===== src/rtl/mux2_arbiter.sv =====
// mux2_arbiter: round-robin arbiter and sequencer for a shared 2:1 data mux.
// Grants the mux to requester A or B for one burst at a time, drives the
// select line and registers the selected beat onto a single output channel.
//
// Ports:
//   clk, rst_n        - clock, asynchronous active-low reset
//   req_a/data_a/last_a - requester A beat valid, data, final-beat marker
//   req_b/data_b/last_b - requester B beat valid, data, final-beat marker
//   gnt_a, gnt_b      - registered grants (never both high)
//   sel               - registered mux select, 0 = A, 1 = B (equals gnt_b)
//   out_data          - registered data of the beat transferred last cycle
//   out_valid         - out_data carries a beat transferred last cycle
module mux2_arbiter #(
  parameter int unsigned DATA_W    = 8,
  parameter int unsigned MAX_BURST = 16
) (
  input  logic              clk,
  input  logic              rst_n,
  input  logic              req_a,
  input  logic [DATA_W-1:0] data_a,
  input  logic              last_a,
  input  logic              req_b,
  input  logic [DATA_W-1:0] data_b,
  input  logic              last_b,
  output logic              gnt_a,
  output logic              gnt_b,
  output logic              sel,
  output logic [DATA_W-1:0] out_data,
  output logic              out_valid
);

  localparam int unsigned CNT_W = $clog2(MAX_BURST + 1);

  typedef enum logic [1:0] {
    IDLE  = 2'd0,
    OWN_A = 2'd1,
    OWN_B = 2'd2
  } state_t;

  state_t              state, state_nxt;
  logic                ptr, ptr_nxt;          // 0: A has priority, 1: B
  logic [CNT_W-1:0]    cnt, cnt_nxt;
  logic [CNT_W-1:0]    cnt_inc;
  logic                beat;
  logic [DATA_W-1:0]   beat_data;
  logic                own_req;
  logic                own_last;
  logic                oth_req;
  logic                rel;

  // State register plus registered grants, select and output channel
  always_ff @(posedge clk or negedge rst_n) begin
    if (!rst_n) begin
      state     <= IDLE;
      ptr       <= 1'b0;
      cnt       <= '0;
      gnt_a     <= 1'b0;
      gnt_b     <= 1'b0;
      sel       <= 1'b0;
      out_data  <= '0;
      out_valid <= 1'b0;
    end else begin
      state     <= state_nxt;
      ptr       <= ptr_nxt;
      cnt       <= cnt_nxt;
      gnt_a     <= (state_nxt == OWN_A);
      gnt_b     <= (state_nxt == OWN_B);
      sel       <= (state_nxt == OWN_B);
      out_valid <= beat;
      if (beat) begin
        out_data <= beat_data;
      end
    end
  end

  // Next-state, pointer, beat counter and beat detection
  always_comb begin
    state_nxt = state;
    ptr_nxt   = ptr;
    cnt_nxt   = cnt;
    beat      = 1'b0;
    beat_data = data_a;
    rel       = 1'b0;
    own_req   = 1'b0;
    own_last  = 1'b0;
    oth_req   = 1'b0;
    cnt_inc   = cnt + CNT_W'(1);

    case (state)
      IDLE: begin
        if (req_a && req_b) begin
          state_nxt = ptr ? OWN_B : OWN_A;
        end else if (req_a) begin
          state_nxt = OWN_A;
        end else if (req_b) begin
          state_nxt = OWN_B;
        end
      end

      OWN_A, OWN_B: begin
        own_req   = (state == OWN_B) ? req_b  : req_a;
        own_last  = (state == OWN_B) ? last_b : last_a;
        oth_req   = (state == OWN_B) ? req_a  : req_b;
        beat_data = (state == OWN_B) ? data_b : data_a;

        if (own_req) begin
          beat = 1'b1;
          // Counter stops one short of MAX_BURST, so it never wraps
          if (own_last || (cnt_inc == CNT_W'(MAX_BURST))) begin
            rel = 1'b1;
          end else begin
            cnt_nxt = cnt_inc;
          end
        end else begin
          rel = 1'b1;
        end

        // Release hands priority to the other side; no bubble if it waits
        if (rel) begin
          ptr_nxt = (state == OWN_A);
          cnt_nxt = '0;
          if (oth_req) begin
            state_nxt = (state == OWN_A) ? OWN_B : OWN_A;
          end else begin
            state_nxt = IDLE;
          end
        end
      end

      default: begin
        state_nxt = IDLE;
      end
    endcase
  end

endmodule


===== config.mk =====
export PLATFORM = sky130hd
export DESIGN_NAME = mux2_arbiter
export DESIGN_NICKNAME = d
export VERILOG_FILES = /design/src/rtl/mux2_arbiter.sv
export SDC_FILE = /design/constraint.sdc
export NUM_CORES = 1
export LEC_CHECK = 0
export ABC_AREA = 1
export BUFFER_PORTS_ARGS = -buffer_cell sky130_fd_sc_hd__buf_4
export CAP_MARGIN = 20
export CORE_ASPECT_RATIO = 1.75
export CORE_MARGIN = 2
export CORE_UTILIZATION = 24
export DETAILED_ROUTE_END_ITERATION = 10
export SYNTH_ARGS = -nofsm -noshare
export SYNTH_HDL_FRONTEND = slang
export SYNTH_SLANG_ARGS = --single-unit

===== constraint.sdc =====
create_clock -name clk -period 1.4 [get_ports clk]
set_input_delay 0.28 -clock clk [delete_from_list [all_inputs] [get_ports clk]]
set_output_delay 0.28 -clock clk [all_outputs]
set_load 0.1 [all_outputs]

# --- Yosys cells after proc, flatten, opt, wreduce, memory -nomap -nowiden ---
# Index checks and enable logic that the tools add are counted.
op_classes:
  n_lt_le_gt_ge: 0
  n_reduce_logical: 7
  n_shift: 0
  div_mod_pow: 0
  add_sub_neg: 1
  muxes: 21
  multipliers: 0
  bitwise_logic: 0
  eq_ne: 6
op_table:
  columns: ["op", "count"]
  rows:
  - ["$mux W8", 2]
  - ["$mux W5", 3]
  - ["$mux W2", 7]
  - ["$mux W1", 8]
  - ["$add A5 B1 Y5 const B", 1]
  - ["$eq A5 B5 Y1 const B", 1]
  - ["$eq A2 B1 Y1 const B", 2]
  - ["$eq A2 B2 Y1 const B", 2]
  - ["$pmux W2 S2", 1]
  - ["$reduce_and A3 Y1", 1]
  - ["$logic_not A2 Y1", 1]
  - ["$ne A2 B1 Y1 const B", 1]
  - ["$reduce_and A2 Y1", 1]
  - ["$reduce_bool A2 Y1", 1]
  - ["$reduce_or A2 Y1", 1]
  - ["$logic_and A1 B1 Y1", 1]
  - ["$logic_or A1 B1 Y1", 1]
word_totals:
  n_memories: 0
  elab_cells: 42
  ramBits: 0
  output_inout_bits: 12
  latch_bits: 0
  rom_bits: 0
  ff_bits: 19

# --- Logic depth before layout (Yosys ltp) ---
# Gate-level depths: netlist of run 1.
logic_depth:
  ltp_word: 9
  depth_mapped: 12
  ltp_nobuf: 12

# --- Worst setup path after synthesis of run 1 ---
# No wires, ideal clock.
synth_path:
  path_type: "flip-flop to output port"
  from: "register sel"
  to: "output port sel"
  path_stages_with_launch: 2
  path_slack_ns: -0.204
  t_required_ns: 1.120
  arrival_ns: 1.324
  path_cell_list: "dfrtp_1 buf_4"
synth_lines:
  columns: ["item", "line_no", "text"]
  rows:
  - ["start: declaration", "27", "output logic sel,"]
  - ["start signal: assignment", "68", "sel <= (state_nxt == OWN_B);"]
# No word-level cell between the ends.

# --- Worst setup path after layout of run 1 ---
layout_path:
  from: "register state[0]"
  to: "register out_data[6]"
layout_via:
  elab_chain_len: 4
  word_cells_on_any_way: 8
layout_lines:
  columns: ["item", "line_no", "text"]
  rows:
  - ["start: declaration", "40", "state_t state, state_nxt;"]
  - ["start signal: assignment", "63", "state <= state_nxt;"]
  - ["$eq A2 B2 Y1", "89, 101, 104", null]
  - ["$mux W1", "101", "own_req = (state == OWN_B) ? req_b : req_a;"]
  - ["$mux W1", "106", "if (own_req) begin"]
  - ["$mux W1", "89", "case (state)"]
  - ["end signal: assignment", "71", "out_data <= beat_data;"]
  - ["end: declaration", "28", "output logic [DATA_W-1:0] out_data,"]
# Parallel ways exist; a longest one is shown, timed or not.
# A chain may end at the register's enable or synchronous reset.

==> metrics.md, run 1 <==
| Metric | Value |
|---|---|
| Outcome | complete, but fails checks |
| Failing checks | setup timing |
| TritonCTS buffer count | 3 |
| Worst rel slew slack | 0.805 |
| Worst-margin pin slew | just under 0.3 ns |
| Chip width | approximately 54 um |
| Synth top area cells | dfrtp_1 46%, nand2_1 13%, ha_1 6.0% |
| Min-Delay Path Class | in -> reg |
| Wire length per cell | ~12 um |
| GRT overflow | 0 |
| Minimum clock period | between 1.5 and 2 ns |
| Global route hottest layer | met2 |
| I/O Pins | 34 |
| CTS Buffer Depth | 2 |
| Fin area | about 1700 um^2 |
| Post-synth EDFFs | 0 |
| Core ar. | around 4200 um^2 |
| CP Data Arrival Time | approximately 1.7 ns |
| Dpl hpwl | just under 2000 um |
| Die H | between 90 and 100 um |
| Max Cap Viol | 0 |
| Most frequent cell after synthesis | nand2_1 |
| Worst Slack Setup Final | -0.124 ns |
| Antenna Nets Post-Route | 0 |
| Final Hold Vio Count | 0 |
| Initial antenna violation count | 0 |
| Global Route Usage Sum | 0.132 |
| Pre-CTS worst setup slack | -0.158 ns |
| Worst-path fanout max | 5 |
| Share of cells above drive strength 1 | 0.516 |
| Layout overhead on the synthesized area | 66.5% |
| Area leader, netlist | dfrtp_1 |
| Gpl congestion | 0.771 |
| Worst setup path start | state[0] |
| Sequential element share of the synthesized area | 0.459 |
| Htree depth | 1 |
| Synth top cells by count | 36 x nand2_1, 19 x dfrtp_1, 14 x inv_1 |
| Vias in the first global route | between 1k and 1.5k |
| Post-synthesis register bit count | 19 |
| Core Rows | 31 |
| Finish-stage setup viols | 14 |
| Clock-pin slew on the worst setup and hold paths | 0.08 ns |
| Crit Path Class | reg -> reg |
| Post-synthesis async set-or-reset flop share | 1.00 |
| IO buf count | 33 |
| First-pass GRT wire length | between 4000 and 5000 um |
| CP Launch Type | flop |
| Routing usage on met1 | 0.147 |
| Worst Setup End Kind | flop |
| Fin Clk Skew | just under 0.002 ns |
| Share of the synthesized area in the top cell type | 0.459 |
| Nets | between 200 and 250 |
| Worst Path Required | about 1.6 ns |
| Via density | between 4 and 5 |
| Syn Inst Count | roughly 130 |
| Sequential Area | 477 um^2 |
| Pre-antenna DRT Iters | 4 |
| Final Slew Violations | 0 |
| Clk_lat worst skew | about 0.26 ns |
| Root buffer cell | clkbuf_8 |
| Total number of yosys warnings | 0 |
| Post-Syn Area | between 1000 and 1500 um^2 |
| Initial DRC Count | 19 |
| Die area | between 4000 and 5000 um^2 |
| Routed WL | between 2000 and 3000 um |
| Initial Util | 0.250 |
| DRC viols | 0 |
| Total negative slack | -1.29 ns |
| CTS tree | yes |
| FMAX | 656 MHz |
| Largest net degree at the start of global routing | 20 |
| Post-synth net total | roughly 160 |
| Ys flop type | dfrtp_1 |
| TritonCTS sink count | 19 |
| Hold path startpoint | data_a[3] |
| N_diodes | 0 |
| Synth cell types | 18 |
| R2r startpoint | state[0] |
| M3 GR Usage | 0.0215 |
| Vias | approximately 1.1k |
| Crit share post-route | 1.09 |
| Met2 GRT Util | 0.211 |
| Average size of a mapped cell | 7.91 um^2 |
| Post-DP Area | around 1400 um^2 |
| Multi-input gate area | 609 um^2 |
| RSZ-0062 raised after global routing | true |
| Layout filler cell count | approximately 400 |
final timing paths:
kind	end	slack, ns	cells past startpoint
max in group asynchronous	sel	0.74	2
max	out_data[6]	-0.12	8
min	out_data[3]	0.27	3
min in group asynchronous	out_valid	0.43	2
min reg2reg	ptr	0.52	2
max reg2reg	out_data[6]	-0.12	8
cells in the final DEF, fill, tap and decap left out:
cell type       n
buf_4          49
nand2_1        28
dfrtp_1        18
inv_1          11
nand2_2        10
nor2_2          9
a31oi_1         8
nand3_1         6
nand4_1         4
nand3_2         4
nor2_1          4
o21ai_1         3
o21ai_0         3
ha_4            3
clkbuf_8        3
inv_2           2
inv_4           2
nand2_4         2
nor2_4          2
ha_1            2
clkbuf_16       2
buf_6           2
nand3_4         1
o211ai_1        1
a21oi_2         1
o21ai_2         1
nand3b_1        1
clkinv_2        1
dlygate4sd3_1   1
buf_12          1
dfrtp_2         1
per-stage QoR:
stage	hold WS [ns]	util	cells
after floorplan	-0.0156	-	131
after global placement	0.174	0.348	223
after detailed placement	0.181	0.348	223
after CTS	0.271	0.385	232
after global routing	0.281	0.416	235
final	0.273	0.416	235
state kept, by name, indices dropped and copies added, names as in the netlist:
signal     flops
ptr            1
gnt_a          1
state          2
out_valid      1
sel            1
cnt            5
out_data       8
final cells by class:
class | count | share of cell area
tap | 49 | 0.0355
clock inverter | 1 | 0.00290
timing repair buffer | 55 | 0.273
sequential | 19 | 0.276
clock buffer | 3 | 0.0239
inverter | 15 | 0.0355
multi-input combinational | 93 | 0.353
logic make-up after synthesis:
family,after synthesis,synth area share
DFF,19,0.459
buffers and inverters,19,0.0785
and+or+nand+nor,71,0.308
AOI/OAI and AO/OA,17,0.0942
adders and majority gates,5,0.0604
critical path, cell delays in order (launching register included):
cell and delay (ns):
dfrtp_1 0.36, inv_2 0.06, buf_4 0.14, ha_4 0.30, inv_4 0.05, nor2_4 0.20, clkbuf_16 0.18, nor2_2 0.03
a31oi_1 0.13
metal layers:
metal | part of all wire | vias up
li1 | - | 538
met4 | 0.040 | 0
met2 | 0.55 | 25
met3 | 0.030 | 9
met1 | 0.38 | 509
met5 | 0 | -
timing repair:
action                                 CTS  global route
pin swaps                               11            11
resized for setup                       15            22
endpoints found under the hold margin   19             0
hold buffers                             1             0
gates cloned                             0             2
setup endpoints to repair               17            17
setup buffers                            4             2
Power of run 1 is not shown: default switching activity piles up to over one toggle a cycle in this logic, so the estimate is an artifact.
==> run 2: changes to the inputs <==
==> constraint.sdc (replaced) <==
create_clock -name clk -period 1.4 [get_ports clk]
set_input_delay 0.28 -clock clk [delete_from_list [all_inputs] [get_ports clk]]
set_output_delay 0.28 -clock clk [all_outputs]
set_load 0.02 [all_outputs]
==> run 2 against run 1 <==
Compared with the run above:
- the flow still finishes with violations (setup timing)
- register-to-register slack better by 0.03 ns
- die area is the same
- flip-flop and latch count is the same
- clock skew hardly changed
- count of clock-buffer cells in the layout increased by 1
- critical path depth grew 4
- global-route usage is 1.5 points lower
- maximum frequency grew 1.7%
- first-iteration DRC count up 16%
- largest cell class unchanged
==> metrics.md, run 2 (synthesized netlist as in run 1, its figures left out) <==
| Metric | Value |
|---|---|
| Outcome | complete, but fails checks |
| Failing checks | setup timing |
| TritonCTS sink count | 19 (unchanged) |
| N_diodes | 0 (unchanged) |
| Max stage delay on crit path | 0.39 ns (+0.03 ns) |
| Post-DP Area | 1460 um^2 (+1.1%) |
| Crit path top cell by count | nand2_2 |
| Initial DRC Count | 22 (+3) |
| Final Hold Vio Count | 0 (unchanged) |
| IO buf count | 33 (unchanged) |
| M3 GR Usage | 0.0149 (-0.00662) |
| Fin Clk Skew | 0.00147 ns (-0.000479 ns) |
| Net Sw Frac | 0.406 |
| Final Slew Violations | 0 (unchanged) |
| Initial Util | 0.250 (unchanged) |
| Pre-antenna DRT Iters | 4 (unchanged) |
| Core Rows | 31 (unchanged) |
| Clock power frac | 0.111 |
| Top flop regs | out_data (8), cnt (5), state (2) |
| RSZ-0062 raised after global routing | true |
| RR Endpoint | sel |
| Largest net degree at the start of global routing | 20 (unchanged) |
| Combinational Power Share | 0.632 |
| Min-Delay Path Class | in -> reg |
| Layout Cells excl Fill | 235 (unchanged) |
| Routed WL | 2550 um (-12%) |
| CP Data Arrival Time | 1.69 ns (-0.02 ns) |
| Psw | approximately 0.0014 W |
| R2r startpoint | state[0] |
| Layout overhead on the synthesized area | 61.1% |
| Initial antenna violation count | 0 (unchanged) |
| PD cells | 2100 nW/um^2 |
| WHS Path Cells | 3 (unchanged) |
| Die area | 4880 um^2 (unchanged) |
| Worst R2R Path Depth | 12 (+4) |
| Clock-pin slew on the worst setup and hold paths | 0.07 ns (about the same) |
| Most common cell after layout, fill and taps aside | buf_4 |
| Vias | 1046 (-3.2%) |
| Clk_lat worst skew | 0.26 ns (about the same) |
| Part of the power in registers | 0.257 |
| FMAX | 667 MHz (+1.7%) |
| CTS tree | yes |
| Met2 GRT Util | 0.220 (+0.00813) |
| Final Total Pwr | 0.00350 W |
| Crit share post-route | 1.07 (-0.0179) |
| Finish-stage setup viols | 15 (+1) |
| Root buffer cell | clkbuf_8 |
| Hold path startpoint | data_b[6] |
| DRC viols | 0 (unchanged) |
| Internal Power | 0.00208 W |
| Chip width | 53.7 um (unchanged) |
| Slowest cell on crit path | dfrtp_1 |
| Routing usage on met1 | 0.116 (-0.0309) |
| GRT overflow | 0 (unchanged) |
| Wire length per cell | 10.8 um (-12%) |
| Global route hottest layer | met2 |
| Worst Setup End Kind | flop |
| Core ar. | 4150 um^2 (unchanged) |
| Hold Crit Endpoint | out_data[6] |
| TritonCTS buffer count | 3 (unchanged) |
| Worst-margin pin slew | 0.254 ns (-0.0407 ns) |
| CP cell instances | inv_2 -> ha_4 -> inv_4 -> nand2_2 -> nand2_2 -> nor2_4 -> nand2_2 -> nand2_2 -> nand3_2 -> nand3_2 -> nand2_2 -> nor2_2 |
| CP Launch Type | flop |
| Largest register FFs | 8 (unchanged) |
| Die H | 90.9 um (unchanged) |
| Minimum clock period | 1.50 ns (-0.0251 ns) |
| Nets | 214 (unchanged) |
| Gpl congestion | 0.734 (-4.9%) |
| First-pass GRT wire length | 4270 um (-9.5%) |
| Post-Place Cells | 223 (unchanged) |
| R2R Setup Slk | -0.1 ns (+0.03 ns) |
| Htree depth | 1 (unchanged) |
| Global Route Usage Sum | 0.116 (-0.0154) |
| Most frequent cells in the layout | 49 x buf_4, 31 x nand2_1, 19 x dfrtp_1 |
| Antenna Nets Post-Route | 0 (unchanged) |
| Worst VDD drop | a little under 0.001 V |
| Worst Path Required | 1.59 ns (about the same) |
| Total negative slack | -1.11 ns (+0.176 ns) |
| Crit Path Class | reg -> reg |
| Fin area | 1670 um^2 (-3.3%) |
| Worst Slack Setup Final | -0.0990 ns (+0.0251 ns) |
| CTS Buffer Depth | 2 (unchanged) |
| Via density | 4.45 (-3.2%) |
| Worst-path fanout max | 4 (-1) |
| Vias in the first global route | 993 (-9.1%) |
| Biggest register | out_data |
| Worst rel slew slack | 0.830 (+0.0255) |
| Lkg Pwr | roughly 0.83 nW |
| Max Cap Viol | 0 (unchanged) |
| I/O Pins | 34 (unchanged) |
| Share of cells above drive strength 1 | 0.430 (-0.0860) |
| Dpl hpwl | 1890 um (-2.8%) |
run 2: changes by cell type in the layout (fill, tap and decap cells not counted), moves of 2 or more:
cell,previous run,this run
nor2_1,4,12
nand2_1,28,31
nand2_2,10,7
clkbuf_16,2,0
nor2_2,9,1
run 2: power by group through the flow:
| stage | sequential [W] | clock (W) | combinational (W) |
|---|---|---|---|
| 2_1_floorplan | 0.00110 | 0 | 0.000884 |
| 3_3_place_gp | 0.000914 | 0 | 0.00178 |
| 3_5_place_dp | 0.000918 | 0 | 0.00180 |
| 4_1_cts | 0.000907 | 0.000406 | 0.00207 |
| 5_1_grt | 0.000931 | 0.000418 | 0.00241 |
| 6_report | 0.000900 | 0.000387 | 0.00221 |
run 2: critical path: cells and delay by family, from the launching register on:
kind                     cells  cell delay, ns
adder cells (fa/ha/maj)      1            0.17
buffers and inverters        2            0.13
AND/OR/NAND/NOR              9            0.73
flip-flops                   1            0.39
run 2: layout make-up:
cell class | count | area [um^2]
clock buffers | 4 | 45.0
well taps | 49 | 61.3
flip-flops and latches | 19 | 475
inverters | 15 | 63.8
fillers | 416 | 2480
repair buffers | 55 | 468
multi-input cells | 93 | 556
run 2: stage by stage:
step | util | setup slack (ns) | hold slack [ns]
2_1_floorplan | - | -0.0655 | -0.0156
3_3_place_gp | 0.352 | -0.133 | 0.172
3_5_place_dp | 0.352 | -0.158 | 0.176
4_1_cts | 0.388 | -0.136 | 0.273
5_1_grt | 0.402 | -0.229 | 0.285
6_report | 0.402 | -0.0990 | 0.276
run 2: worst max path at each step:
stage / start / cells after the start / end / slack (ns)
2_1_floorplan: state[1] / 8 / out_data[6] / -0.07
3_3_place_gp: state[0] / 12 / sel / -0.13
3_5_place_dp: state[0] / 12 / sel / -0.16
4_1_cts: state[0] / 12 / sel / -0.14
5_1_grt: state[0] / 12 / sel / -0.23
6_report: state[0] / 12 / sel / -0.1
run 2: what timing repair did:
item,CTS,global route
pin swaps,5,7
setup endpoints to repair,17,19
cloned,1,0
hold endpoints to repair,19,0
buffers inserted,2,4
resized for setup,11,8
hold buffers,1,0
run 2: routing by layer:
| layer | vias up | wire (um) |
|---|---|---|
| met2 | 30 | 1520 |
| met4 | 0 | 38 |
| met1 | 475 | 911 |
| met5 | - | 0 |
| met3 | 4 | 81 |
| li1 | 537 | - |
Note: power is estimated with default switching activity, not from simulation.
